[src/rtl/fifo_word_packer.sv]
// Drains a 1-cycle-latency FIFO read port and packs LANES entries per output word.
// Output is a registered valid/ready stream with per-lane keep and a flush-driven last flag.
module fifo_word_packer #(
    parameter int IN_WIDTH = 8,
    parameter int LANES    = 4
) (
    input  logic                      clk,
    input  logic                      rst,
    input  logic                      fifo_empty,
    output logic                      fifo_rd_en,
    input  logic [IN_WIDTH-1:0]       fifo_rd_data,
    input  logic                      flush,
    output logic                      m_valid,
    input  logic                      m_ready,
    output logic [IN_WIDTH*LANES-1:0] m_data,
    output logic [LANES-1:0]          m_keep,
    output logic                      m_last,
    output logic                      busy
);

    localparam int OUT_WIDTH = IN_WIDTH * LANES;
    localparam int CW        = $clog2(LANES + 1);

    logic [IN_WIDTH-1:0]  pack [LANES];
    logic [CW-1:0]        lane_cnt;
    logic                 rd_pend;
    logic                 flush_req;

    logic                 drain_done;
    logic                 out_free;
    logic                 full_word;
    logic                 xfer;
    logic [CW:0]          occupancy;
    logic                 room;
    logic [CW-1:0]        wr_base;
    logic [OUT_WIDTH-1:0] pack_word;
    logic [LANES-1:0]     pack_keep;

    // FIFO has no more to give and nothing is in flight: the packet can be closed.
    assign drain_done = flush_req & fifo_empty & ~rd_pend;
    assign out_free   = ~m_valid | m_ready;
    assign full_word  = (lane_cnt == CW'(LANES));
    assign xfer       = out_free & (full_word | (drain_done & (lane_cnt != '0)));

    // Count the entry still in flight so the pack register never overflows.
    assign occupancy  = {1'b0, lane_cnt} + {{CW{1'b0}}, rd_pend};
    assign room       = (occupancy < (CW + 1)'(LANES));
    assign fifo_rd_en = ~fifo_empty & ~rst & (room | xfer);

    assign busy       = (lane_cnt != '0) | rd_pend | m_valid | flush_req;

    // Lane an arriving entry lands in: a transfer this edge frees the pack register.
    assign wr_base    = xfer ? '0 : lane_cnt;

    // NOTE: every variable gets a default at the top of always_comb so no path leaves
    // it unassigned, which would otherwise infer a latch.
    always_comb begin
        pack_word = '0;
        pack_keep = '0;
        for (int i = 0; i < LANES; i++) begin
            if (CW'(i) < lane_cnt) begin
                pack_word[i*IN_WIDTH +: IN_WIDTH] = pack[i];
                pack_keep[i]                      = 1'b1;
            end
        end
    end

    // NOTE: state registers use non-blocking assignments so every flop samples the
    // pre-edge values, independent of statement order.
    always_ff @(posedge clk or posedge rst) begin
        if (rst) begin
            // NOTE: the pack array is small and is cleared with the rest of the state, so
            // nothing from before reset can ever reach m_data.
            for (int i = 0; i < LANES; i++) pack[i] <= '0;
            lane_cnt  <= '0;
            rd_pend   <= 1'b0;
            flush_req <= 1'b0;
            m_valid   <= 1'b0;
            m_data    <= '0;
            m_keep    <= '0;
            m_last    <= 1'b0;
        end else begin
            rd_pend <= fifo_rd_en;

            for (int i = 0; i < LANES; i++) begin
                if (rd_pend && (CW'(i) == wr_base)) pack[i] <= fifo_rd_data;
            end
            lane_cnt <= wr_base + CW'(rd_pend);

            if (xfer) begin
                m_valid <= 1'b1;
                m_data  <= pack_word;
                m_keep  <= pack_keep;
                m_last  <= drain_done;
            end else if (m_ready) begin
                m_valid <= 1'b0;
            end

            // Clear once the closing word leaves, or when there was nothing to close.
            if (drain_done && (xfer || (lane_cnt == '0))) flush_req <= 1'b0;
            else if (flush)                               flush_req <= 1'b1;
        end
    end

endmodule

[config.mk]
export PLATFORM = sky130hd
export DESIGN_NAME = fifo_word_packer
export DESIGN_NICKNAME = d
export VERILOG_FILES = /design/src/rtl/fifo_word_packer.sv
export SDC_FILE = /design/constraint.sdc
export NUM_CORES = 1
export LEC_CHECK = 0
export CAP_MARGIN = 0
export CELL_PAD_IN_SITES_DETAIL_PLACEMENT = 0
export CELL_PAD_IN_SITES_GLOBAL_PLACEMENT = 1
export CORE_ASPECT_RATIO = 0.5
export CORE_MARGIN = 8
export CORE_UTILIZATION = 38
export CTS_BUF_LIST = sky130_fd_sc_hd__clkbuf_16
export CTS_CLUSTER_SIZE = 24
export DETAILED_ROUTE_END_ITERATION = 7
export HOLD_SLACK_MARGIN = 0.08
export PLACE_DENSITY_LB_ADDON = 0.1
export SLEW_MARGIN = 40
export SYNTH_ARGS = -nofsm -noshare
export SYNTH_HDL_FRONTEND = slang
export SYNTH_SLANG_ARGS = --single-unit
[constraint.sdc]
create_clock -name clk -period 2.55 [get_ports clk]
set_clock_uncertainty 0.1 [all_clocks]
set_input_delay 0.6375 -clock clk [delete_from_list [all_inputs] [get_ports clk]]
set_output_delay 0.6375 -clock clk [all_outputs]
set_load 0.02 [all_outputs]
==> results_dict.tcl <==
set metrics [dict create \
    outcome "complete, no violations" \
    cts_buffers 9 \
    leakage_nw 1.74 \
    wl_met2_um 2770 \
    hold_start "m_keep[0]" \
    synth_top_area_share 0.641 \
    r2r-end "m_data[10]" \
    fmax_ghz 0.415 \
    syn_avg_cell_area_sq_um 13.7 \
    p_seq_frac 0.386 \
    cp-end-kind "output pin" \
    synthArstFlopShare 1.00 \
    port_buffers 52 \
    crit_path_max_incr_delay_ps 410 \
    hpwl_um 4460 \
    worstSkewPairLatency_ps 330 \
    stdcell_count 380 \
    die_area_sq_um 10900 \
    diodes 0 \
    hold_ws_ps 370 \
    placed_cells 363 \
    ctsLongestPathBuffers 2 \
    core_area_sq_um 7400 \
    r2r_setup_slack_ps 460 \
    htreeDepth 3 \
    final_layout_size_suffix_gt1_frac 0.239 \
    clock-sinks 75 \
    vias_per_cell 4.99 \
    max-slew-margin-rel 0.490 \
    syn_nets 227 \
    wirelength_um 6360 \
    die_h_um 78.1 \
    hold_viol 0 \
    seq_area_frac_synth 0.641 \
    grt_pass1_vias 2010 \
    cpMaxStageDelayCell "or3_1" \
    io_pins 53 \
    reg2reg_depth 5 \
    root_buffer "clkbuf_16" \
    tightestPinTransition_ps 764 \
    top_layer "met4" \
    synth-edff-count 0 \
    cpLargestDelayFamily "simple AND/OR/NAND/NOR gates" \
    crit_arrival_ps 1670 \
    switching_share 0.322 \
    fin_setup_tns_ps 0 \
    worstSetupStartpointType "flop" \
    critPathKind "reg2out" \
    finish.utilization 0.531 \
    place_ws_ps -426 \
    switching_power_mw 1.63 \
    syn2layout_area_growth_pct 34.4 \
    ys_types 31 \
    final.min_clock_period_ps 2410 \
    timing.rr.start "lane_cnt[0]" \
    crit_required_ps 1810 \
    report.power.total_mw 5.06 \
    max_cap_viol_count 0 \
    period_share 0.944 \
    path_clk_slew_ps 50 \
    yosysTopAreaCell "dfrtp_1" \
    nets 293 \
    cts_tree "built" \
    fin_area_sq_um 3930 \
    intPower_mw 3.43 \
    p_comb_frac 0.381 \
    antenna_found_initial 0 \
    slew_violations 0 \
    p_clk_frac 0.233 \
    cp_cell_sequence "or3_1 > or4_1 > buf_2" \
    ant_nets 0 \
    ys_seq_elements 75 \
    grt_max_degree 31 \
    drtIter0Drc 141 \
    wl_per_cell_um 16.7 \
    place_congestion 0.772 \
    grt_pass1_wl_um 10400 \
    setup_viol 0 \
    place_area_sq_um 3650 \
    min_to "m_keep[0]" \
    vdd_drop_max_uv 424 \
    row_count 22 \
    grt_setup_unrepaired "no" \
    yosysWarnings 0 \
    syn_inst 213 \
    synth-main-ff-cell "dfrtp_1" \
    wl_met1_um 3080 \
    hold_depth 1 \
    wl_met3_um 423 \
    drc 0 \
    die_w_um 140 \
    initial_utilization 0.395 \
    hold_path_class "reg2reg" \
    cts_hold_buffers 0 \
    firstDrtPassIters 4 \
    setup_ws_ps 142 \
    gr-usage-all-layers 0.123 \
    path_max_fanout 2 \
    vias 1897 \
    syn-cell-area_sq_um 2930 \
    grt-ovfl-total 0 \
    p_per_area_nw_per_um2 1290 \
    crit_buf_inv 1 \
    ys_top_cells_by_area "dfrtp_1, mux2_2, a22o_1" \
]
-- placed cells by master (no fill, tap or decap), types with 2 or more instances in the layout --
| cell type | netlist | final |
|---|---|---|
| a21o_1 | 3 | 3 |
| mux2_1 | 6 | 6 |
| buf_4 | 1 | 15 |
| nand3_1 | 2 | 2 |
| a21oi_1 | 5 | 5 |
| clkinv_1 | 0 | 3 |
| and2_1 | 2 | 2 |
| inv_1 | 2 | 4 |
| nor2_1 | 4 | 4 |
| buf_12 | 0 | 2 |
| nand2b_1 | 2 | 2 |
| nand2_1 | 23 | 23 |
| a22o_1 | 16 | 16 |
| mux2_2 | 35 | 35 |
| dfrtp_1 | 75 | 75 |
| o21ai_0 | 10 | 9 |
| clkbuf_16 | 0 | 9 |
| clkdlybuf4s50_1 | 0 | 49 |
-- power by group through the flow --
stage	Clock [mW]	Combinational [mW]	Sequential, mW
floorplan	0	0.899	2.19
global placement	0	1.93	1.96
detailed placement	0	1.96	1.98
CTS	1.21	1.96	1.96
global route	1.27	2.07	2.02
finish	1.18	1.93	1.96
-- worst max-delay path by stage --
stage	start	to	depth (start not counted)
after global placement	m_ready	fifo_rd_en	6
after detailed placement	m_ready	fifo_rd_en	6
after floorplan	lane_cnt[1]	busy	3
after CTS	lane_cnt[2]	busy	3
after global routing	lane_cnt[2]	busy	3
final	lane_cnt[2]	busy	3
-- synth_stat cells, drive strengths merged, types with 2 or more instances --
cell type	number
dfrtp	75
mux2	41
nand2	23
a22o	16
buf	10
o21ai	10
a21oi	5
nor2	4
a21o	3
clkbuf	3
and2	2
inv	2
nand2b	2
nand3	2
nor2b	2
-- state kept, by name (all words and copies together) (netlist names) --
register   cells
lane_cnt       3
rd_pend        1
m_last         1
pack          32
flush_req      1
m_keep         4
m_valid        1
m_data        32
-- worst register-to-register path, delay by kind of cell, from the launching register on --
kind	cells	cell delay [ps]
AND/OR/NAND/NOR	2	960
buffers and inverters	1	170
flip-flops	1	370
AO/OA/AOI/OAI	2	440
-- repair_timing --
item	4_1_cts	5_1_grt
pin swaps	0	1
endpoints found under the setup margin	2	2
resized for setup	9	5
setup buffers	0	1
gates cloned	0	0
-- area by class of cell --
type / instances / area, sq um
well taps: 96 / 120
repair buffers: 68 / 661
flip-flops and latches: 75 / 1880
clock inverters: 7 / 52.6
multi-input cells: 123 / 987
clock buffers: 9 / 225
fillers: 646 / 3470
inverters: 2 / 11.3
-- cell families after synthesis --
group | synth area share
AOI/OAI and AO/OA | 0.0932
xor gates and xnor gates | 0.00599
adders and majority gates | 0.00427
buffers and inverters | 0.0239
DFF | 0.641
muxes | 0.158
and+or+nand+nor | 0.0735
-- routing by layer --
metal,GRT usage,vias up
met5,0,-
met4,0.0451,0
met3,0.0591,9
met2,0.169,38
met1,0.163,972
li1,-,878
Note: power is estimated with default switching activity, not from simulation.
